--- src/rtl/grf_wb_arbiter_pkg.sv ---
// grf_wb_arbiter_pkg: shared types for the GRF writeback arbiter.
package grf_wb_arbiter_pkg;
    localparam int GRF_ADDR_W = 5;
    typedef struct packed {
        logic [GRF_ADDR_W-1:0] addr;
        logic [31:0]           data;
        logic [31:0]           pc;
    } md_entry_t;
endpackage

--- src/rtl/md_result_fifo.sv ---
// md_result_fifo: buffers mult/div results and exposes per-entry valid/addr for hazard lookup.
module md_result_fifo
    import grf_wb_arbiter_pkg::*;
#(
    parameter int DEPTH = 2
) (
    input  logic                                 clk,
    input  logic                                 reset,
    input  logic                                 push,
    input  logic                                 pop,
    input  md_entry_t                            push_entry,
    output md_entry_t                            head,
    output logic                                 full,
    output logic                                 empty,
    output logic [DEPTH-1:0]                     ent_valid,
    output logic [DEPTH-1:0][GRF_ADDR_W-1:0]     ent_addr
);
    localparam int PW = (DEPTH > 1) ? $clog2(DEPTH) : 1;
    localparam int CW = $clog2(DEPTH) + 1;

    md_entry_t         mem_q [DEPTH];
    md_entry_t         mem_d [DEPTH];
    logic [PW-1:0]     wr_q, wr_d, rd_q, rd_d, off;
    logic [CW-1:0]     cnt_q, cnt_d;
    logic              push_ok, pop_ok;

    always_comb begin
        full    = cnt_q == CW'(DEPTH);
        empty   = cnt_q == '0;
        push_ok = push && !full;
        pop_ok  = pop && !empty;
        head    = mem_q[rd_q];
        mem_d   = mem_q;
        if (push_ok) mem_d[wr_q] = push_entry;
        wr_d  = push_ok ? wr_q + PW'(1) : wr_q;
        rd_d  = pop_ok ? rd_q + PW'(1) : rd_q;
        cnt_d = cnt_q + CW'(push_ok) - CW'(pop_ok);
        off   = '0;
        // An entry is live when its distance from the read pointer is below the count.
        for (int i = 0; i < DEPTH; i++) begin
            off          = PW'(i) - rd_q;
            ent_valid[i] = {1'b0, off} < cnt_q;
            ent_addr[i]  = mem_q[i].addr;
        end
    end

    always_ff @(posedge clk) begin
        if (reset) begin
            wr_q  <= '0;
            rd_q  <= '0;
            cnt_q <= '0;
        end else begin
            wr_q  <= wr_d;
            rd_q  <= rd_d;
            cnt_q <= cnt_d;
        end
    end

    always_ff @(posedge clk) mem_q <= mem_d;
endmodule

--- src/rtl/grf_wb_arbiter.sv ---
// grf_wb_arbiter: shares the GRF write port between the W stage (priority) and buffered mult/div results.
module grf_wb_arbiter
    import grf_wb_arbiter_pkg::*;
#(
    parameter int DEPTH        = 2,
    parameter int STARVE_LIMIT = 4
) (
    input  logic                  clk,
    input  logic                  reset,
    input  logic                  wb_we,
    input  logic [GRF_ADDR_W-1:0] wb_addr,
    input  logic [31:0]           wb_data,
    input  logic [31:0]           wb_pc,
    input  logic                  md_valid,
    output logic                  md_ready,
    input  logic [GRF_ADDR_W-1:0] md_addr,
    input  logic [31:0]           md_data,
    input  logic [31:0]           md_pc,
    output logic                  grf_we,
    output logic [GRF_ADDR_W-1:0] grf_addr,
    output logic [31:0]           grf_data,
    output logic [31:0]           grf_pc,
    output logic                  stall_o,
    input  logic [GRF_ADDR_W-1:0] q_addr1,
    input  logic [GRF_ADDR_W-1:0] q_addr2,
    output logic                  q_hit1,
    output logic                  q_hit2,
    output logic                  md_pending
);
    localparam logic [3:0] SL  = 4'(STARVE_LIMIT);
    localparam logic [3:0] SL1 = 4'(STARVE_LIMIT - 1);

    md_entry_t                        head;
    logic                             full, empty, push, grant_md;
    logic [DEPTH-1:0]                 ent_valid;
    logic [DEPTH-1:0][GRF_ADDR_W-1:0] ent_addr;
    logic [3:0]                       starve_q, starve_d;
    logic                             stall_q, stall_d;

    md_result_fifo #(.DEPTH(DEPTH)) u_fifo (
        .clk        (clk),
        .reset      (reset),
        .push       (push),
        .pop        (grant_md),
        .push_entry ('{addr: md_addr, data: md_data, pc: md_pc}),
        .head       (head),
        .full       (full),
        .empty      (empty),
        .ent_valid  (ent_valid),
        .ent_addr   (ent_addr)
    );

    always_comb begin
        md_ready   = !full;
        md_pending = !empty;
        stall_o    = stall_q;
        // $0 results complete the handshake but are never buffered.
        push       = md_valid && !full && (md_addr != '0);
        grant_md   = !wb_we && !empty;
        grf_we     = wb_we || grant_md;
        grf_addr   = wb_we ? wb_addr : grant_md ? head.addr : '0;
        grf_data   = wb_we ? wb_data : grant_md ? head.data : '0;
        grf_pc     = wb_we ? wb_pc   : grant_md ? head.pc   : '0;
        starve_d   = (empty || grant_md) ? '0 : (starve_q < SL) ? starve_q + 4'd1 : starve_q;
        stall_d    = grant_md ? 1'b0 : (!empty && starve_q == SL1) ? 1'b1 : stall_q;
        q_hit1     = 1'b0;
        q_hit2     = 1'b0;
        for (int i = 0; i < DEPTH; i++) begin
            q_hit1 = q_hit1 | (ent_valid[i] && ent_addr[i] == q_addr1 && q_addr1 != '0);
            q_hit2 = q_hit2 | (ent_valid[i] && ent_addr[i] == q_addr2 && q_addr2 != '0);
        end
    end

    always_ff @(posedge clk) begin
        if (reset) begin
            starve_q <= '0;
            stall_q  <= 1'b0;
        end else begin
            starve_q <= starve_d;
            stall_q  <= stall_d;
        end
    end
endmodule

--- config.mk ---
export PLATFORM = sky130hd
export DESIGN_NAME = grf_wb_arbiter
export DESIGN_NICKNAME = d
export VERILOG_FILES = /design/src/rtl/grf_wb_arbiter_pkg.sv /design/src/rtl/md_result_fifo.sv /design/src/rtl/grf_wb_arbiter.sv
export SDC_FILE = /design/constraint.sdc
export NUM_CORES = 1
export LEC_CHECK = 0
export BUFFER_PORTS_ARGS = -buffer_cell sky130_fd_sc_hd__clkbuf_2
export CELL_PAD_IN_SITES_DETAIL_PLACEMENT = 1
export CELL_PAD_IN_SITES_GLOBAL_PLACEMENT = 2
export CORE_MARGIN = 3
export CORE_UTILIZATION = 34
export CTS_BUF_LIST = sky130_fd_sc_hd__clkbuf_8 sky130_fd_sc_hd__clkbuf_16
export CTS_CLUSTER_DIAMETER = 60
export CTS_CLUSTER_SIZE = 40
export DETAILED_ROUTE_END_ITERATION = 16
export PLACE_DENSITY_LB_ADDON = 0.1
export SETUP_SLACK_MARGIN = 0.5
export SLEW_MARGIN = 10
export SYNTH_ARGS = -nofsm -noshare
export SYNTH_HDL_FRONTEND = slang
export SYNTH_SLANG_ARGS = --single-unit
export TNS_END_PERCENT = 10
--- constraint.sdc ---
create_clock -name clk -period 8.75 [get_ports clk]
set_input_delay 0.875 -clock clk [delete_from_list [all_inputs] [get_ports clk]]
set_output_delay 0.875 -clock clk [all_outputs]
set_load 0.01 [all_outputs]
# Word level (Yosys, flattened, before mapping)
# Index checks and enable logic that the tools add are counted.
[totals]
reg_bits = 147
in_bits = 152
out_inout_bits = 75
elab_cells = 72
[classes]
n_addsub = 7
magnitude_cmp = 6
n_eq_ne = 6
n_mux = 12
n_bitwise = 4
n_reduce_logical = 26
[ops]
columns = ["op", "count"]
rows = [
  ["69-bit two-way mux", 4],
  ["138-bit bitwise mux", 1],
  ["32-bit two-way mux", 4],
  ["69-bit demux with 1-bit select", 1],
  ["5-bit equality test", 4],
  ["1-bit logical AND", 15],
  ["5-bit nonzero test", 3],
  ["5-bit two-way mux", 2],
  ["4-bit by 1-bit adder with 4-bit output (second input constant)", 1],
  ["4-bit by 2-bit equality test with 1-bit output (second input constant)", 1],
  ["2-bit >= comparator (second input constant)", 2],
  ["1-bit by 2-bit less-than comparator with 1-bit output", 2],
  ["4-bit by 3-bit less-than comparator with 1-bit output (second input constant)", 1],
  ["1-bit inverter with 2-bit output", 2],
  ["2-bit OR reduction", 2],
  ["1-bit logical NOT", 3],
  ["1-bit adder (second input constant)", 2],
  ["2-bit by 1-bit adder with 2-bit output", 1],
  ["2-bit equality test (second input constant)", 1],
  ["2-bit logical NOT", 1],
  ["1-bit logical OR", 2],
  ["2-bit by 1-bit less-than comparator with 1-bit output (second input constant)", 1],
  ["1-bit bitwise OR", 2],
  ["1-bit subtractor (first input constant)", 2],
  ["2-bit by 1-bit subtractor with 2-bit output", 1],
]

# Logic depth before layout (Yosys ltp)
# Gate-level depths: netlist of run 1.
[logic_depth]
depth_word = 7
depth_mapped = 10
ltp_nobuf = 9

# Modules after synthesis
# A second synthesis of run 1 with hierarchy kept.
[hier_totals]
hier_cells = 397
hier_area_um2 = 6433.7
[by_module_without_submodules]
columns = ["mod", "instances", "cells_per_inst", "area_per_inst_um2", "seq_area_each_um2"]
rows = [
  ["md_result_fifo", 1, 253, 5276.3, 4224.1],
  ["grf_wb_arbiter", 1, 144, 1157.4, 100.1],
]

# Worst setup path before layout of run 1
# OpenSTA, ideal clock, no wires.
[synth_timing]
kind = "input -> register"
startpoint = "input port md_addr[1]"
endpoint = "register u_fifo.mem_q (netlist bit u_fifo.ent_addr[0]), enable pin"
setup_ns = 0.496
t_arrival_ns = 3.976
required_time_ns = 8.254
setup_slack_ns = 4.277
path_stages = 3
path_buffers = 0
path_cell_list = "or4_4 o211ai_4 nor2_1"
[synth_between]
elab_chain_cells = 3
[synth_lines]
columns = ["item", "line_no", "rtl"]
rows = [
  ["start, declared", "grf_wb_arbiter.sv:16", "input logic [GRF_ADDR_W-1:0] md_addr,"],
  ["5-bit nonzero test", "grf_wb_arbiter.sv:58", "push = md_valid && !full && (md_addr != '0);"],
  ["1-bit logical AND", "grf_wb_arbiter.sv:58", ""],
  ["1-bit logical AND", "md_result_fifo.sv:30", "push_ok = push && !full;"],
  ["end signal, assigned", "md_result_fifo.sv:59", "always_ff @(posedge clk) mem_q <= mem_d;"],
  ["end, declared", "md_result_fifo.sv:21", "md_entry_t mem_q [DEPTH];"],
]
# No other way between the ends.
# A chain may end at the register's enable or synchronous reset.

# Final worst setup path of run 1
[layout_timing]
startpoint = "register u_fifo.rd_q"
endpoint = "output port q_hit1"
[layout_between]
elab_chain_cells = 5
word_cells_on_any_way = 9
cone_classes = "add/sub: 2; order compare: 2; bitwise: 1; reduce/logical: 4"
[layout_lines]
columns = ["item", "line_no", "rtl"]
rows = [
  ["start, declared", "md_result_fifo.sv:23", "logic [PW-1:0] wr_q, wr_d, rd_q, rd_d, off;"],
  ["start signal, assigned", "md_result_fifo.sv:54", "rd_q <= rd_d;"],
  ["1-bit subtractor", "md_result_fifo.sv:41", "off = PW'(i) - rd_q;"],
  ["1-bit by 2-bit less-than comparator with 1-bit output", "md_result_fifo.sv:42", "ent_valid[i] = {1'b0, off} < cnt_q;"],
  ["1-bit logical AND (2 in series)", "grf_wb_arbiter.sv:69", "q_hit1 = q_hit1 | (ent_valid[i] && ent_addr[i] == q_addr1 && q_addr1 != '0);"],
  ["1-bit bitwise OR (*)", "grf_wb_arbiter.sv:69", ""],
  ["end, declared", "grf_wb_arbiter.sv:26", "output logic q_hit1,"],
]
# Every way passes the cells marked *; elsewhere a longest branch is shown, timed or not.

==> impl_metrics.py, run 1 <==
metrics = {
    "run_status": {
        "status": "completed",
    },
    "placed_design": {
        "io_buffers": 226,
        "placedCellCount": 882,
        "routabilityCongestion": 0.783,
        "dpl.hpwl_um": 11300,
    },
    "global_route": {
        "grt_pass1_vias": 4783,
        "grt_remaining_overflow": 0,
        "grt_first_pass_wirelength_um": 24800,
        "grt_usage_pct": 15.9,
        "antenna_found_initial": 2,
        "grt_start_max_net_pins": 73,
    },
    "cts": {
        "cts_resized": 0,
        "clock-sinks": 147,
        "htree_levels": 4,
        "clkTransAtPathRegs_ns": 0.06,
        "root_buffer": "clkbuf_16",
        "cts_setup_buffers": 0,
        "ctsHoldBuffers": 0,
        "tritoncts": "yes",
        "clock_latency_ns": 0.42,
        "numCtsBuffers": 17,
        "cts.path.max_buffers": 2,
    },
    "worst_hold_path": {
        "worstHoldPathCells": 2,
        "hold_path.class": "flop to flop",
    },
    "die": {
        "die_x_um": 141,
        "ios": 227,
        "core_um2": 17600,
        "num_rows": 48,
        "die_area_um2": 20000,
        "initial_utilization_pct": 35.4,
        "die_h_um": 141,
    },
    "timing": {
        "finClkSkew_ns": 0.00567,
        "hold_viol": 0,
        "fin_tns_setup_ns": 0,
        "setup_viol": 0,
        "finalCritPeriodShare_pct": 43.2,
        "min_period_ns": 3.78,
        "relSlewSlack_pct": 37.6,
        "rsz0062_at_grt": "no",
        "slew_viol_final": 0,
        "max_freq_ghz": 0.265,
        "worstMarginPinSlew_ns": 0.933,
    },
    "drt": {
        "drt_wl_total_um": 15700,
        "antenna_left": 0,
        "first_pass_iters": 7,
        "via_count": 4379,
        "first_iter_violations": 167,
        "routed_via_density": 4.79,
        "wl_per_cell_um": 17.1,
        "drc": 0,
    },
    "cells_and_area": {
        "final_nets": 831,
        "area_growth_pct": 31.1,
        "final_cell_count_no_fill": 914,
        "final_layout_size_suffix_gt1_share_pct": 38.8,
        "fin_util_pct": 46.4,
    },
    "worst_setup_path": {
        "arrival_ns": 2.90,
        "crit_type": "flop to output pin",
        "startpoint_type": "flop",
        "worst_r2r_path_depth": 4,
        "required_ns": 7.88,
        "crit_path_end_kind": "output pin",
        "critPathMaxFanout": 38,
    },
    "flow_run": {
        "maxCapViolations": 0,
    },
    "yosys": {
        "yosysTopAreaCellShare_pct": 66.6,
        "synth_seq_cells": 147,
        "yosysWarnings": 0,
        "syn_area_um2": 6220,
        "syn_avg_cell_area_um2": 13.8,
        "yosysSeqAreaShare_pct": 69.5,
        "syn_inst": 450,
        "synthTopCellsByArea": "edfxtp_1 67%, mux2i_1 11%, o21ai_0 5.6%",
        "synth_top_cell_by_area": "edfxtp_1",
        "yosys.cell_types.count": 28,
        "synth_fp_nets": 605,
    },
    "power_and_ir_drop": {
        "p_per_area_nw_per_um2": 262,
        "vdd_drop_max_uv": 143,
        "power_leakage_nw": 3.26,
    },
}
[synth_stat cells]
library cell and count:
edfxtp_1 138, nand2_1 70, o21ai_0 70, mux2i_1 69
clkbuf_1 15, xor2_1 15, nor2_1 12, xnor2_1 10
dfxtp_1 9, buf_2 8, a21oi_1 5, inv_1 5
nor4_1 4, ha_1 3, nand3_1 2, o211ai_1 2
or4_1 2, a31oi_1 1, inv_2 1, nand2b_1 1
nand2b_2 1, nand3b_1 1, nor2b_1 1, nor3_1 1
o211ai_4 1, or2_1 1, or3_1 1, or4_4 1
[layout by cell type (no fill, tap or decap), drive strengths merged]
cell type / netlist / final
clkinvlp: 0 / 2
bufinv: 0 / 2
nor2b: 1 / 1
diode: 0 / 1
or3: 1 / 1
clkbuf: 15 / 243
nand3b: 1 / 1
buf: 8 / 4
dfxtp: 9 / 9
a31oi: 1 / 1
nand3: 2 / 2
or4: 3 / 3
clkinv: 0 / 9
mux2i: 69 / 69
o211ai: 3 / 3
nand2b: 2 / 2
a21oi: 5 / 5
nand2: 70 / 70
xnor2: 10 / 10
nor4: 4 / 4
ha: 3 / 3
xor2: 15 / 15
edfxtp: 138 / 138
nor2: 12 / 12
inv: 6 / 7
o21ai: 70 / 70
or2: 1 / 1
nor3: 1 / 1
[kinds of logic after synthesis]
kind of cell               synth area share, %
and+or+nand+nor                           6.67
buffers and inverters                     1.91
adders and majority gates                0.603
AOI/OAI and AO/OA                         6.71
muxes                                     11.1
DFF                                       69.5
xor gates and xnor gates                  3.52
[cell type report]
cell class                      count  area [µm²]
Clock inverter                     14         139
Sequential cell                   147        4330
Fill cell                        1926        9440
Clock buffer                       17         425
Tap cell                          225         282
Timing Repair Buffer              230        1160
Antenna cell                        1        2.50
Inverter                            6        22.5
Multi-Input combinational cell    274        1800
[worst paths after layout]
| kind | start | endpoint | slack, ns |
|---|---|---|---|
| max reg2reg | u_fifo.cnt_q[0] | u_fifo.mem_q[3] | 6.23 |
| max | u_fifo.rd_q | q_hit1 | 4.97 |
| min reg2reg | starve_q[3] | starve_q[3] | 0.50 |
| min | starve_q[3] | starve_q[3] | 0.50 |
[where the power goes]
part           internal, W  total, W  switching [W]
clock             0.000416  0.000690       0.000275
combinational     0.000201  0.000486       0.000285
sequential        0.000898  0.000964      0.0000658
total              0.00151   0.00214       0.000626
[layer usage]
metal / vias up / track usage (%) / routed length [µm]
met5: - / 0 / 9
met4: 2 / 5.76 / 291
met3: 22 / 5.63 / 1250
met2: 147 / 27.4 / 7840
met1: 2099 / 18.3 / 6270
li1: 2109 / - / -
[through the flow]
stage	worst slack, ns	hold WS [ns]	area [µm²]	power, W
2_1_floorplan	4.28	0.441	6220	0.00128
3_3_place_gp	4.91	0.448	7590	0.00146
3_5_place_dp	4.76	0.498	7590	0.00148
4_1_cts	4.76	0.506	8150	0.00218
5_1_grt	4.76	0.531	8160	0.00226
6_report	4.97	0.498	8160	0.00214
[state kept, by name (all words and copies together) (netlist names)]
signal	count
u_fifo.mem_q	128
starve_q	4
u_fifo.cnt_q	2
u_fifo.ent_addr	10
u_fifo.wr_q	1
stall_o	1
u_fifo.rd_q	1
[critical path, stage by stage (launching register included)]
cell and delay, ns:
dfxtp_4 0.76, buf_4 0.66, a21oi_1 0.20, nor4_1 0.35, nand3_1 0.12, a21oi_1 0.17, clkbuf_2 0.16
No activity file was read; power rests on OpenSTA's default activity.
==> run 2, diff against run 1 <==
--- a/config.mk
+++ b/config.mk
@@ -5,11 +5,12 @@
 export SDC_FILE = /design/constraint.sdc
 export NUM_CORES = 1
 export LEC_CHECK = 0
+export ABC_AREA = 1
 export BUFFER_PORTS_ARGS = -buffer_cell sky130_fd_sc_hd__clkbuf_2
 export CELL_PAD_IN_SITES_DETAIL_PLACEMENT = 1
 export CELL_PAD_IN_SITES_GLOBAL_PLACEMENT = 2
 export CORE_MARGIN = 3
-export CORE_UTILIZATION = 34
+export CORE_UTILIZATION = 28
 export CTS_BUF_LIST = sky130_fd_sc_hd__clkbuf_8 sky130_fd_sc_hd__clkbuf_16
 export CTS_CLUSTER_DIAMETER = 60
 export CTS_CLUSTER_SIZE = 40
==> constraint.sdc (replaced) <==
create_clock -name clk -period 3.1 [get_ports clk]
set_input_delay 0.31 -clock clk [delete_from_list [all_inputs] [get_ports clk]]
set_output_delay 0.31 -clock clk [all_outputs]
set_load 0.01 [all_outputs]
==> impl_metrics.py, run 2 <==
metrics = {
    "die": {
        "die_x_um": 158,
        "initial_utilization_pct": 29.0,
        "ios": 227,
        "num_rows": 54,
        "die_h_um": 158,
        "die_area_um2": 24900,
        "core_um2": 22200,
    },
    "placed_design": {
        "io_buffers": 226,
        "dpl.hpwl_um": 13600,
        "routabilityCongestion": 0.791,
    },
    "cells_and_area": {
        "n_fill_cell": 2546,
        "layout_common_cells": "226 x clkbuf_2, 147 x nor2_1, 138 x edfxtp_1",
        "final_common_cell": "clkbuf_2",
        "final_nets": 962,
        "area_growth_pct": 32.2,
        "ff_latch_area_um2": 4330,
        "regMostFlops": "u_fifo.mem_q",
        "largest_reg_flops": 128,
        "final_layout_size_suffix_gt1_share_pct": 34.1,
        "multi_input_area_um2": 1880,
    },
    "yosys": {
        "synth_most_common_cell": "nor2_1",
        "syn_area_um2": 6440,
        "yosysWarnings": 0,
        "synth_common_cells": "148 x nor2_1, 138 x edfxtp_1, 111 x nand2_1",
        "synth_seq_cells": 147,
        "synth-edff-count": 138,
        "synth_top_cell_by_area": "edfxtp_1",
        "yosys.cell_types.count": 25,
        "syn_inst": 580,
        "ys.flop_type": "edfxtp_1",
        "synthTopCellsByArea": "edfxtp_1 64%, nor2_1 8.6%, o31ai_1 6.9%",
        "yosysTopAreaCellShare_pct": 64.3,
        "yosysSeqAreaShare_pct": 67.1,
        "async_flop_share_pct": 0,
        "synth_fp_nets": 735,
        "syn_avg_cell_area_um2": 11.1,
    },
    "global_route": {
        "grt_usage_pct": 15.3,
        "antenna_found_initial": 2,
        "grt_pass1_vias": 5592,
        "grt_first_pass_wirelength_um": 29300,
        "grt_remaining_overflow": 0,
        "grt_start_max_net_pins": 72,
    },
    "worst_hold_path": {
        "hold_path.class": "input pin to flop",
    },
    "worst_setup_path": {
        "path_cells": "inv_2 > buf_12 > nor2_1 > o31ai_1 > clkbuf_2",
        "path_delay_family": "buffers and inverters",
        "critPathMaxFanout": 33,
        "arrival_ns": 2.08,
        "crit_path_end_kind": "output pin",
        "required_ns": 2.79,
        "slowest_stage": "inv_2",
        "crit_buf_inv": 3,
        "crit_type": "flop to output pin",
        "startpoint_type": "flop",
        "slowest_delay_ns": 0.39,
    },
    "timing": {
        "worstMarginPinSlew_ns": 0.832,
        "whs_ns": 0.0770,
        "max_freq_ghz": 0.418,
        "finalCritPeriodShare_pct": 77.2,
        "fin_tns_setup_ns": 0,
        "rsz0062_at_grt": "no",
        "min_period_ns": 2.39,
        "relSlewSlack_pct": 44.6,
        "finClkSkew_ns": 0.0123,
        "hold_viol": 0,
        "setup_viol": 0,
        "slew_viol_final": 0,
    },
    "flow_run": {
        "maxCapViolations": 0,
    },
    "drt": {
        "first_pass_iters": 6,
        "wl_per_cell_um": 17.5,
        "antenna_left": 0,
        "routed_via_density": 4.65,
        "drc": 0,
        "drt_wl_total_um": 19300,
        "first_iter_violations": 216,
        "via_count": 5123,
    },
    "cts": {
        "clkTransAtPathRegs_ns": 0.07,
        "clock_latency_ns": 0.42,
        "numCtsBuffers": 17,
        "tritoncts": "yes",
        "clock-sinks": 147,
        "cts.path.max_buffers": 2,
        "root_buffer": "clkbuf_16",
        "htree_levels": 4,
    },
    "power_and_ir_drop": {
        "p_per_area_nw_per_um2": 740,
        "power_leakage_nw": 3.65,
        "vdd_drop_max_uv": 413,
    },
    "run_status": {
        "status": "completed",
    },
}
==> run 2: final timing paths <==
check | from | to | slack [ns] | depth (start not counted)
setup / recovery | u_fifo.rd_q | grf_pc[11] | 0.71 | 5
hold / removal | md_pc[0] | u_fifo.mem_q[69] | 0.08 | 1
setup reg to reg | u_fifo.cnt_q[0] | u_fifo.mem_q[26] | 0.93 | 7
hold reg to reg | stall_o | stall_o | 0.46 | 2
==> run 2: worst reg2reg max path, stage by stage (launching register included) <==
cell and delay (ns):
dfxtp_1 0.37, inv_1 0.10, a21boi_0 0.23, nand2_1 0.14, inv_1 0.12, nand2_1 0.07
clkinv_2 0.35, buf_4 0.45
==> run 2: layout make-up <==
type	instances	area share (%)
sequential	147	50.8
multi-input combinational	376	22.1
timing repair buffer	238	14.5
clock buffer	17	4.99
tap	280	4.11
clock inverter	15	2.29
inverter	27	1.26
antenna	1	0.0294
==> run 2: cells by family after synthesis <==
| group | Yosys count | synth area share, % |
|---|---|---|
| buffers and inverters | 57 | 3.83 |
| xor gates and xnor gates | 12 | 1.63 |
| AOI/OAI and AO/OA | 90 | 10.7 |
| DFF | 147 | 67.1 |
| and+or+nand+nor | 271 | 16.2 |
| adders and majority gates | 3 | 0.583 |
==> run 2: power breakdown <==
part           switching, W  internal (W)
Clock              0.000854       0.00129
Combinational       0.00108      0.000520
Sequential        0.0000844       0.00247
==> run 2: per-layer routing <==
metal	up-vias	routed length (µm)	GRT usage, %
met5	-	18	0
met4	2	299	4.92
met3	21	1090	4.16
met2	151	9560	26.4
met1	2480	8310	18.7
li1	2469	-	-
==> run 2: repair_timing <==
action	CTS	global route
pin swaps	0	0
endpoints found under the hold margin	0	0
endpoints found under the setup margin	31	16
buffers inserted	0	0
hold buffers	0	0
resized for setup	1	1
==> run 2: stage by stage <==
| stage | total power, W | setup slack [ns] | cell area (µm²) | utilization [%] | cells |
|---|---|---|---|---|---|
| 6_report | 0.00630 | 0.708 | 8520 | 38.3 | 1101 |
| 5_1_grt | 0.00666 | 0.525 | 8520 | 38.3 | 1101 |
| 4_1_cts | 0.00642 | 0.565 | 8510 | 38.3 | 1100 |
| 3_5_place_dp | 0.00424 | 0.700 | 7890 | 35.5 | 1068 |
| 3_3_place_gp | 0.00421 | 0.772 | 7890 | 35.5 | 1068 |
| 2_1_floorplan | 0.00354 | 0.506 | 6450 | - | 580 |
==> run 3, diff against run 2 <==
--- a/config.mk
+++ b/config.mk
@@ -10,7 +10,7 @@
 export CELL_PAD_IN_SITES_DETAIL_PLACEMENT = 1
 export CELL_PAD_IN_SITES_GLOBAL_PLACEMENT = 2
 export CORE_MARGIN = 3
-export CORE_UTILIZATION = 28
+export CORE_UTILIZATION = 31
 export CTS_BUF_LIST = sky130_fd_sc_hd__clkbuf_8 sky130_fd_sc_hd__clkbuf_16
 export CTS_CLUSTER_DIAMETER = 60
 export CTS_CLUSTER_SIZE = 40
==> constraint.sdc (replaced) <==
create_clock -name clk -period 2.24 [get_ports clk]
set_input_delay 0.224 -clock clk [delete_from_list [all_inputs] [get_ports clk]]
set_output_delay 0.224 -clock clk [all_outputs]
set_load 0.01 [all_outputs]
==> impl_metrics.py, run 3 (synthesis gave the netlist of run 2 again) <==
metrics = {
    "worst_hold_path": {
        "hold_path.class": "input pin to flop",
    },
    "power_and_ir_drop": {
        "vdd_drop_max_uv": 569,
        "total_power_w": 0.00948,
        "power_leakage_nw": 4.18,
        "p_per_area_nw_per_um2": 968,
    },
    "worst_setup_path": {
        "critPathMaxFanout": 13,
        "required_ns": 2.02,
        "startpoint_type": "flop",
        "crit_type": "flop to output pin",
        "arrival_ns": 1.65,
        "crit_path_end_kind": "output pin",
    },
    "die": {
        "die_area_um2": 22500,
        "die_x_um": 150,
        "die_h_um": 150,
        "initial_utilization_pct": 31.7,
        "core_um2": 20300,
        "ios": 227,
        "num_rows": 52,
    },
    "global_route": {
        "antenna_found_initial": 0,
        "grt_usage_pct": 18.8,
        "grt_start_max_net_pins": 72,
        "grt_pass1_vias": 5891,
        "grt_remaining_overflow": 0,
        "grt_first_pass_wirelength_um": 31900,
    },
    "timing": {
        "relSlewSlack_pct": 68.7,
        "worstMarginPinSlew_ns": 0.469,
        "hold_viol": 0,
        "finalCritPeriodShare_pct": 83.7,
        "rsz0062_at_grt": "yes",
        "max_freq_ghz": 0.534,
        "min_period_ns": 1.87,
        "fin_tns_setup_ns": 0,
        "setup_viol": 0,
        "slew_viol_final": 0,
        "finClkSkew_ns": 0.00985,
    },
    "placed_design": {
        "dpl.hpwl_um": 12800,
        "io_buffers": 226,
        "routabilityCongestion": 0.801,
    },
    "cells_and_area": {
        "final_layout_size_suffix_gt1_share_pct": 37.9,
        "area_growth_pct": 52.0,
        "insertedDiodeCount": 0,
        "final_common_cell": "clkbuf_2",
        "final_nets": 1040,
        "regMostFlops": "u_fifo.mem_q",
        "layout_common_cells": "210 x clkbuf_2, 146 x nor2_1, 138 x edfxtp_1",
        "largest_reg_flops": 128,
    },
    "cts": {
        "root_buffer": "clkbuf_16",
        "clock-sinks": 147,
        "htree_levels": 4,
        "clock_latency_ns": 0.42,
        "clkTransAtPathRegs_ns": 0.06,
        "numCtsBuffers": 17,
        "tritoncts": "yes",
        "cts.path.max_buffers": 2,
    },
    "drt": {
        "dr.max_layer_used": "met4",
        "first_iter_violations": 149,
        "drt_wl_total_um": 21400,
        "wl_met2_um": 11200,
        "first_pass_iters": 5,
        "wl_met3_um": 1220,
        "drc": 0,
        "routed_via_density": 4.68,
        "antenna_left": 0,
        "via_count": 5467,
        "wl_per_cell_um": 18.3,
        "wl_met1_um": 8780,
    },
    "flow_run": {
        "maxCapViolations": 0,
    },
    "run_status": {
        "status": "completed",
    },
}
run 3: cell count changes in the layout (fill, tap and decap cells not counted), moves of 6 or more:
cell / change
o31ai_1: -37
o31ai_4: +6
dlygate4sd3_1: +63
buf_16: +7
buf_12: +9
o31ai_2: +31
buf_2: +15
clkbuf_2: -16
run 3: routing by layer:
metal / vias up / track usage [%]
li1: 2637 / -
met4: 0 / 5.08
met5: - / 0
met1: 2666 / 21.9
met3: 15 / 5.24
met2: 149 / 33.9
run 3: critical path, stage by stage (launching register included):
cell and delay (ns):
dfxtp_4 0.44, buf_12 0.14, clkbuf_16 0.18, nor2_1 0.06
o31ai_2 0.25, clkbuf_2 0.17
run 3: timing repair:
action	CTS	global route
setup endpoints to repair	79	135
hold buffers	62	1
cloned	6	3
setup buffers	4	3
pin swaps	1	2
gates resized for setup	52	33
hold endpoints to repair	124	1
run 3: worst paths after layout:
check | cells past startpoint | from | endpoint | slack, ns
worst max-delay path | 5 | u_fifo.rd_q | grf_pc[19] | 0.37
worst min-delay path | 1 | md_addr[4] | u_fifo.ent_addr[9] | 0.02
worst max register to register | 8 | u_fifo.cnt_q[0] | u_fifo.mem_q[27] | 0.42
worst min register to register | 2 | stall_o | stall_o | 0.46
run 3: final cells by class:
type	count	area (µm²)
clock buffer	17	425
clock inverter	15	156
fill	2273	10500
inverter	27	123
multi-input combinational	376	2130
sequential	147	4330
tap	270	338
timing repair buffer	316	2280
run 3: where the power goes:
group / leakage, nW / total (W) / internal, W / switching [W]
clock: 0.294 / 0.00278 / 0.00165 / 0.00113
sequential: 1.36 / 0.00355 / 0.00342 / 0.000128
combinational: 2.52 / 0.00315 / 0.00129 / 0.00186
run 3: stage by stage:
step           util (%)  worst slack, ns  hold WS, ns  instance area [µm²]  cells
2_1_floorplan         -            0.171        0.288                 6460    580
3_3_place_gp       39.2            0.555        0.413                 7950   1057
3_5_place_dp       39.2            0.512        0.417                 7950   1057
4_1_cts            47.2            0.317      0.00110                 9590   1161
5_1_grt            48.2            0.267      0.00122                 9790   1168
6_report           48.2            0.366       0.0229                 9790   1168
